## src/rtl/sklansky_pkg.sv

```systemverilog
// Shared constants for the pipelined Sklansky subtractor: default width,
// prefix level count and the level at which the network is cut by registers.
package sklansky_pkg;

  localparam int WIDTH_DEF = 16;

  function automatic int levels(input int w);
    int l;
    l = 0;
    for (int i = 0; i < 8; i++) begin
      if ((1 << i) < w) l = i + 1;
    end
    return l;
  endfunction

  // Stage 1 takes the upper half of the levels so stage 2 never has more.
  function automatic int split(input int l);
    return (l + 1) / 2;
  endfunction

  localparam int LEVELS_DEF = levels(WIDTH_DEF);
  localparam int SPLIT_DEF  = split(LEVELS_DEF);

endpackage

```

## src/rtl/prefix_cell.sv

```systemverilog
// Generate/propagate combine of a higher group with the group just below it.
module prefix_cell #(
  parameter bit HAS_P = 1'b1
) (
  input  logic g_hi,
  input  logic p_hi,
  input  logic g_lo,
  input  logic p_lo,
  output logic g,
  output logic p
);

  assign g = g_hi | (p_hi & g_lo);
  // Groups that reach position 0 have zero propagate, so p is tied off there.
  assign p = HAS_P ? (p_hi & p_lo) : 1'b0;

endmodule

```

## src/rtl/sklansky_sub_pipe.sv

```systemverilog
// Two-stage pipelined A-B-Bin subtractor built on a Sklansky prefix network,
// with valid/ready handshake on both sides.
module sklansky_sub_pipe
  import sklansky_pkg::*;
#(
  parameter int WIDTH = WIDTH_DEF
) (
  input  logic             clk,
  input  logic             rst_n,
  input  logic             in_valid,
  output logic             in_ready,
  input  logic [WIDTH-1:0] A,
  input  logic [WIDTH-1:0] B,
  input  logic             Bin,
  output logic             out_valid,
  input  logic             out_ready,
  output logic [WIDTH-1:0] D,
  output logic             Bout,
  output logic             Ovf,
  output logic             Zero
);

  localparam int L = levels(WIDTH);
  localparam int S = split(L);

  logic             s1_valid, s2_valid, s1_advance, accept;
  logic [WIDTH-1:0] s1_g, s1_p, s1_hs;
  logic             s1_gn, s1_amsb;

  logic [L:0][WIDTH-1:0]   gl;
  logic [L-1:0][WIDTH-1:0] pl;
  logic [L:1][WIDTH-1:0]   gn;
  logic [L-1:1][WIDTH-1:0] pn;
  logic [WIDTH-1:0]        unused_p;

  logic [WIDTH-1:0] d_n;
  logic             cout_n, ovf_n;

  assign s1_advance = ~s2_valid | out_ready;
  assign in_ready   = ~s1_valid | s1_advance;
  assign accept     = in_valid & in_ready;
  assign out_valid  = s2_valid;

  // Position 0 carries the inverted borrow-in; position i+1 holds bit i.
  assign gl[0] = {A[WIDTH-2:0] & ~B[WIDTH-2:0], ~Bin};
  assign pl[0] = {A[WIDTH-2:0] ^ ~B[WIDTH-2:0], 1'b0};

  for (genvar k = 1; k <= L; k++) begin : g_lvl
    for (genvar i = 0; i < WIDTH; i++) begin : g_pos
      logic p_o;
      if (((i >> (k - 1)) % 2) == 1) begin : g_cell
        localparam int J = ((i >> (k - 1)) << (k - 1)) - 1;
        prefix_cell #(.HAS_P((i >> k) != 0)) u_cell (
          .g_hi(gl[k-1][i]),
          .p_hi(pl[k-1][i]),
          .g_lo(gl[k-1][J]),
          .p_lo(pl[k-1][J]),
          .g   (gn[k][i]),
          .p   (p_o)
        );
      end else begin : g_pass
        assign gn[k][i] = gl[k-1][i];
        assign p_o      = pl[k-1][i];
      end
      if (k < L) begin : g_pmid
        assign pn[k][i] = p_o;
      end else begin : g_plast
        assign unused_p[i] = p_o;
      end
    end
    // Level S feeds the pipeline register; later levels read the registered copy.
    if (k == S) begin : g_cut
      assign gl[k] = s1_g;
      assign pl[k] = s1_p;
    end else if (k < L) begin : g_mid
      assign gl[k] = gn[k];
      assign pl[k] = pn[k];
    end else begin : g_last
      assign gl[k] = gn[k];
    end
  end

  assign d_n    = s1_hs ^ gl[L];
  assign cout_n = s1_gn | (s1_hs[WIDTH-1] & gl[L][WIDTH-1]);
  assign ovf_n  = ~s1_hs[WIDTH-1] & (d_n[WIDTH-1] ^ s1_amsb);

  always_ff @(posedge clk or negedge rst_n) begin
    if (!rst_n) begin
      s1_valid <= 1'b0;
      s1_g     <= '0;
      s1_p     <= '0;
      s1_hs    <= '0;
      s1_gn    <= 1'b0;
      s1_amsb  <= 1'b0;
    end else begin
      if (in_ready) s1_valid <= in_valid;
      if (accept) begin
        s1_g    <= gn[S];
        s1_p    <= pn[S];
        s1_hs   <= A ^ ~B;
        s1_gn   <= A[WIDTH-1] & ~B[WIDTH-1];
        s1_amsb <= A[WIDTH-1];
      end
    end
  end

  // Stage 2 holds its result while downstream stalls.
  always_ff @(posedge clk or negedge rst_n) begin
    if (!rst_n) begin
      s2_valid <= 1'b0;
      D        <= '0;
      Bout     <= 1'b0;
      Ovf      <= 1'b0;
      Zero     <= 1'b0;
    end else if (s1_advance) begin
      s2_valid <= s1_valid;
      if (s1_valid) begin
        D    <= d_n;
        Bout <= ~cout_n;
        Ovf  <= ovf_n;
        Zero <= (d_n == '0);
      end
    end
  end

endmodule

```

## config.mk

```make
export PLATFORM = sky130hd
export DESIGN_NAME = sklansky_sub_pipe
export DESIGN_NICKNAME = d
export VERILOG_FILES = /design/src/rtl/sklansky_pkg.sv /design/src/rtl/prefix_cell.sv /design/src/rtl/sklansky_sub_pipe.sv
export SDC_FILE = /design/constraint.sdc
export NUM_CORES = 1
export LEC_CHECK = 0
export ABC_AREA = 0
export BUFFER_PORTS_ARGS = -buffer_cell sky130_fd_sc_hd__buf_2
export CORE_MARGIN = 4
export CORE_UTILIZATION = 50
export DETAILED_ROUTE_END_ITERATION = 10
export PLACE_DENSITY_LB_ADDON = 0.12
export SETUP_SLACK_MARGIN = 0.5
export SLEW_MARGIN = 5
export SYNTH_ARGS = -nofsm -noshare
export SYNTH_HDL_FRONTEND = slang
export SYNTH_SLANG_ARGS = --single-unit
```

## constraint.sdc

```tcl
create_clock -name clk -period 2 [get_ports clk]
set_input_delay 0.2 -clock clk [delete_from_list [all_inputs] [get_ports clk]]
set_output_delay 0.2 -clock clk [all_outputs]
set_load 0.05 [all_outputs]
```

# ---- Word level (Yosys, flattened, before mapping)
# Cells that the tools add are included.
dict set report totals {
  wordCells 114
  mem_bits_ro 0
  reg_bits 67
  latch_bits 0
  n_memories 0
  ramBits 0
  out_inout_bits 21
  inputBits 37
}
dict set report op_classes {
  shifts 0
  bitwise_logic 101
  order_cmp 0
  n_mul 0
  eq_ne 0
  n_div 0
  mux 0
  n_reduce_logical 2
  addsub 0
}
# op count
set ops {}
lappend ops {{AND 1 bit} 53}
lappend ops {{OR 1 bit} 35}
lappend ops {{XOR 16 bit} 2}
lappend ops {{logical NOT 16 bit} 1}
lappend ops {{inverter 16 bit} 1}
lappend ops {{AND 15 bit} 1}
lappend ops {{inverter 15 bit} 1}
lappend ops {{XOR 15 bit} 1}
lappend ops {{inverter 1 bit} 6}
lappend ops {{AND reduction 2 bit} 1}
lappend ops {{XOR 1 bit} 1}

# ---- Logic depth before layout (Yosys ltp)
dict set report depth {
  word_depth 7
  mapped_depth 9
  ltp_nobuf 8
}

# ---- Modules after synthesis
# Synthesis repeated with hierarchy kept, for this count alone.
dict set report unflattened {
  hier_cells 294
  hier_area_um2 3590.9
}
# module seq_area_each_um2 cells_each area_per_inst_um2 instances
set by_module_without_submodules {}
lappend by_module_without_submodules {sklansky_sub_pipe 1626.6 215 3054.2 1}
lappend by_module_without_submodules {{prefix_cell (g_lvl[1].g_pos[1].g_cell.u_cell ...)} 0.0 3 18.8 15}
lappend by_module_without_submodules {{prefix_cell (g_lvl[1].g_pos[11].g_cell.u_cell ...)} 0.0 2 15.0 17}

# ---- Worst setup path after synthesis
# Ideal clock, no wire load.
dict set report synth_path {
  path_type {reg2reg}
  start {register s2_valid (netlist: out_valid)}
  end {register s1_g[10]}
  path_buffers 1
  setup_slack_ns -0.090
  setup_ns 0.125
  arrival_time_ns 1.965
  synth_period_minus_slack_ns 2.090
  path_stages_with_launch 6
  t_required_ns 1.875
  cell_sequence {dfrtp_1 nor2b_1 nand2_1 nand2_1 buf_2 mux2_2}
}
dict set report synth_between {
  elab_chain_len 4
}
# item line
set synth_lines {}
lappend synth_lines {{start, declared} sklansky_sub_pipe.sv:26} ;# logic s1_valid, s2_valid, s1_advance, accept;
lappend synth_lines {{start signal, assigned} sklansky_sub_pipe.sv:116} ;# s2_valid <= s1_valid;
lappend synth_lines {{inverter 1 bit} sklansky_sub_pipe.sv:39} ;# assign s1_advance = ~s2_valid | out_ready;
lappend synth_lines {{OR 1 bit} sklansky_sub_pipe.sv:39}
lappend synth_lines {{OR 1 bit} sklansky_sub_pipe.sv:40} ;# assign in_ready = ~s1_valid | s1_advance;
lappend synth_lines {{net in_ready} sklansky_sub_pipe.sv:11} ;# output logic in_ready,
lappend synth_lines {{AND 1 bit} sklansky_sub_pipe.sv:41} ;# assign accept = in_valid & in_ready;
lappend synth_lines {{end signal, assigned} sklansky_sub_pipe.sv:98} ;# s1_g <= gn[S];
lappend synth_lines {{end, declared} sklansky_sub_pipe.sv:27} ;# logic [WIDTH-1:0] s1_g, s1_p, s1_hs;
# The timed path passes the listed nets, and every way through them passes these cells.
# A chain may end at the register's enable or synchronous reset.

# ---- Final worst setup path
dict set report layout_path {
  start {register s1_p[11]}
  end {register Zero}
}
dict set report layout_between {
  elab_chain_len 5
  elab_cells_between_ends 16
  classes_between {bitwise: 15; reduce/logical: 1}
}
# item line
set layout_lines {}
lappend layout_lines {{start, declared} sklansky_sub_pipe.sv:27}
lappend layout_lines {{start signal, assigned} sklansky_sub_pipe.sv:99} ;# s1_p <= pn[S];
lappend layout_lines {{AND 1 bit} prefix_cell.sv:15} ;# assign p = HAS_P ? (p_hi & p_lo) : 1'b0;
lappend layout_lines {{AND 1 bit} prefix_cell.sv:13} ;# assign g = g_hi | (p_hi & g_lo);
lappend layout_lines {{OR 1 bit} prefix_cell.sv:13}
lappend layout_lines {{XOR 16 bit} sklansky_sub_pipe.sv:83} ;# assign d_n = s1_hs ^ gl[L];
lappend layout_lines {{net d_n[15]} sklansky_sub_pipe.sv:36} ;# logic [WIDTH-1:0] d_n;
lappend layout_lines {{logical NOT 16 bit} sklansky_sub_pipe.sv:121} ;# Zero <= (d_n == '0);
lappend layout_lines {{end signal, assigned} sklansky_sub_pipe.sv:121}
lappend layout_lines {{end, declared} sklansky_sub_pipe.sv:20} ;# output logic Zero
# The timed path passes the listed nets, and every way through them passes these cells.

==> flow_summary.json <==
{
  "postRouteAntennaNets": 0,
  "wire_per_inst_um": 14.3,
  "grt_pass1_wl_mm": 10.7,
  "finalSetupTns_ns": 0,
  "cp_max_fo": 3,
  "cap_violations": 0,
  "end_kind": "flip-flop",
  "cp_slowest_cell": "dfrtp_1",
  "syn2layout_area_growth_pct": 28.8,
  "crit_path_max_incr_delay_ns": 0.41,
  "num_vias": 2182,
  "io_buffers": 57,
  "synth_top_family_by_area": "compound AO/OA/AOI/OAI gates",
  "antenna_cells": 0,
  "clock_sinks": 64,
  "cts_root_buf": "clkbuf_8",
  "path_clk_slew_ns": 0.07,
  "synth_warnings": 0,
  "overflow": 0,
  "die_h_um": 85.9,
  "fmax_ghz": 0.564,
  "worst_ir_drop_vdd_v": 0.000639,
  "floorplan.rows": 28,
  "dr.pass1.iters": 5,
  "grt_max_degree": 35,
  "rsz0062_at_grt": "yes",
  "sw_frac_of_total_pct": 36.0,
  "synthAdderAreaFrac_pct": 7.41,
  "power.switching_w": 0.00159,
  "fin_skew_ns": 0.00981,
  "synthSimpleGateAreaFrac_pct": 9.84,
  "synth-xor-area-share_pct": 3.17,
  "outcome": "finished, final reports clean",
  "crit_type": "reg -> reg",
  "start_util_pct": 51.3,
  "io_pins": 58,
  "drive_above_1_share_pct": 36.8,
  "coreArea_um2": 5920,
  "ctsHtreeMaxLevel": 3,
  "cts_max_path_buffers": 2,
  "die_area_um2": 7390,
  "clkLatencyLatePin_ns": 0.34,
  "worstPathArrival_ns": 2.05,
  "p_per_area_nw_per_um2": 1130,
  "hpwl_mm": 4.70,
  "p_int_w": 0.00283,
  "grtUsageTotal_pct": 18.8,
  "synth-seq-cells": 64,
  "power_frac_clock_pct": 26.9,
  "crit_buf_inv": 0,
  "min_period_ns": 1.77,
  "report.final.slew_viol_count": 0,
  "die_w_um": 85.9,
  "synth_cell_types": 28,
  "drt_iter0_drc": 51,
  "pwr-share-comb_pct": 33.6,
  "critPathTopFamily": "compound AO/OA/AOI/OAI gates",
  "grt_pass1_vias": 2318,
  "start_kind": "flip-flop",
  "hold_viol_final": 0,
  "synthesis.nets": 335,
  "syn_inst": 280,
  "wirelength_mm": 6.21,
  "cp_cell_sequence": "a21oi_2 > nand2_2 > a21o_1 > ha_4 > nor3b_2 > nand4_1 > nor4_2 > a41o_1",
  "fin_crit_sh_pct": 88.7,
  "post-route-util_pct": 66.1,
  "synth_compound_area_share_pct": 11.4,
  "setup_viol": 0,
  "seqPwrFrac_pct": 39.6,
  "drc": 0,
  "cts_buffers": 9,
  "maxSlewHeadroom_pct": 70.9,
  "yosysSeqAreaShare_pct": 52.7,
  "hold_path_class": "in -> reg",
  "p_leak_nw": 2.04,
  "max_slew.worst_pin.slew_ns": 0.436,
  "worstPathRequired_ns": 2.28,
  "gp_congestion": 0.752,
  "via_per_inst": 5.03,
  "grt_antenna_before_repair": 0,
  "cts_tree": "built",
  "nNetsFinal": 409,
  "muxShareOfSynthArea_pct": 11.1,
  "syn_avg_cell_area_um2": 10.8,
  "syn_area_um2": 3040
}
==> final cells by class <==
class / instances / area (µm²)
Clock buffer: 14 / 183
Clock inverter: 2 / 35.0
Fill cell: 486 / 2010
Inverter: 22 / 82.6
Multi-Input combinational cell: 184 / 1490
Sequential cell: 64 / 1600
Tap cell: 75 / 93.8
Timing Repair Buffer: 73 / 423
==> sequential cells by signal, summed over array words and instances (netlist names) <==
register	flops
Zero	1
s1_hs	16
s1_gn	1
s1_g	16
out_valid	1
s1_amsb	1
s1_p	9
s1_valid	1
D	16
Bout	1
Ovf	1
==> what timing repair did <==
| action | in CTS | in global routing |
|---|---|---|
| pin swaps | 5 | 6 |
| hold buffers | 1 | 0 |
| setup endpoints to repair | 28 | 5 |
| endpoints found under the hold margin | 64 | 0 |
| buffers inserted | 4 | 1 |
| resized for setup | 4 | 6 |
==> synthesized netlist by cell type <==
cell type   n  area (µm²)
xnor2_1     3        26.3
nand2_1    38         143
a21o_1      8        60.1
nor2_1      4        15.0
o21ai_0    24         120
nor3_1      1        5.00
nor2b_1     2        12.5
inv_1      22        82.6
and3_2      1        7.51
nor3b_1     1        7.51
dfrtp_1    64        1600
nand2b_1    2        12.5
buf_4       2        15.0
and3_1      3        18.8
and2_1      1        6.26
o22ai_1     2        12.5
nand4_1     4        25.0
buf_2       4        20.0
a41o_1      1        10.0
clkbuf_1    4        15.0
nor4_1      1        6.26
nand3_1     8        40.0
ha_1       18         225
a21oi_2     2        17.5
a21oi_1    16        80.1
mux2_2     30         338
o31ai_1     6        45.0
xor2_1      8        70.1
==> path summary, 6_finish.rpt <==
kind	to	cells after the start	start	slack, ns
min in group asynchronous	s1_g[1]$_DFFE_PN0P_	2	rst_n	0.20
max in group asynchronous	D[12]$_DFFE_PN0P_	3	rst_n	1.18
setup / recovery	Zero$_DFFE_PN0P_	8	s1_p[11]$_DFFE_PN0P_	0.23
hold reg to reg	Bout$_DFFE_PN0P_	1	s1_gn$_DFFE_PN0P_	0.47
hold / removal	s1_g[0]$_DFFE_PN0P_	2	Bin	0.07
setup reg to reg	Zero$_DFFE_PN0P_	8	s1_p[11]$_DFFE_PN0P_	0.23
==> per-stage QoR <==
step	cells	total power (W)	hold WS, ns	instance area [µm²]	setup WS, ns
global placement	412	0.00319	0.0134	3600	0.161
detailed placement	412	0.00321	0.0130	3600	0.0133
CTS	433	0.00445	0.0423	3880	0.0923
global route	434	0.00466	0.0920	3910	0.115
floorplan	280	0.00283	-0.0956	3220	0.276
finish	434	0.00441	0.0709	3910	0.226
==> per-layer routing <==
| layer | track usage (%) | part of all wire (%) | vias to the layer above |
|---|---|---|---|
| met5 | 0 | 0 | - |
| met4 | 6.76 | 1.7 | 0 |
| met3 | 6.53 | 5.2 | 10 |
| met2 | 30.3 | 46 | 39 |
| met1 | 23.6 | 47 | 1021 |
| li1 | - | - | 1112 |
==> power groups by stage <==
stage	sequential, W	clock [W]	combinational, W
6_report	0.00175	0.00119	0.00148
5_1_grt	0.00178	0.00128	0.00161
4_1_cts	0.00175	0.00122	0.00148
3_5_place_dp	0.00177	0	0.00144
3_3_place_gp	0.00176	0	0.00143
2_1_floorplan	0.00220	0	0.000630
==> placed cells by master (no fill, tap or decap), types with 2 or more instances in the layout <==
master    synthesis  layout
nand2_1          38      34
nand3_1           8       7
a21o_1            8       8
xor2_1            8       7
mux2_4            0      27
nand4_1           4       4
o22ai_1           2       2
mux2_2           30       3
inv_1            22      22
xnor2_1           3       3
buf_4             2      14
nand2_2           0       2
a21oi_1          16      16
clkbuf_8          0      13
nor2_1            4       3
and3_1            3       3
ha_1             18      17
o21ai_0          24      23
dfrtp_1          64      63
nand2b_1          2       2
o31ai_1           6       6
buf_2             4      56
==> kinds of logic after synthesis <==
family,Yosys count
fa+ha+maj,18
simple gates,66
xor+xnor,11
compound gates,59
mux,30
buf+inv,32
flops,64
Note: power is estimated with default switching activity, not from simulation.
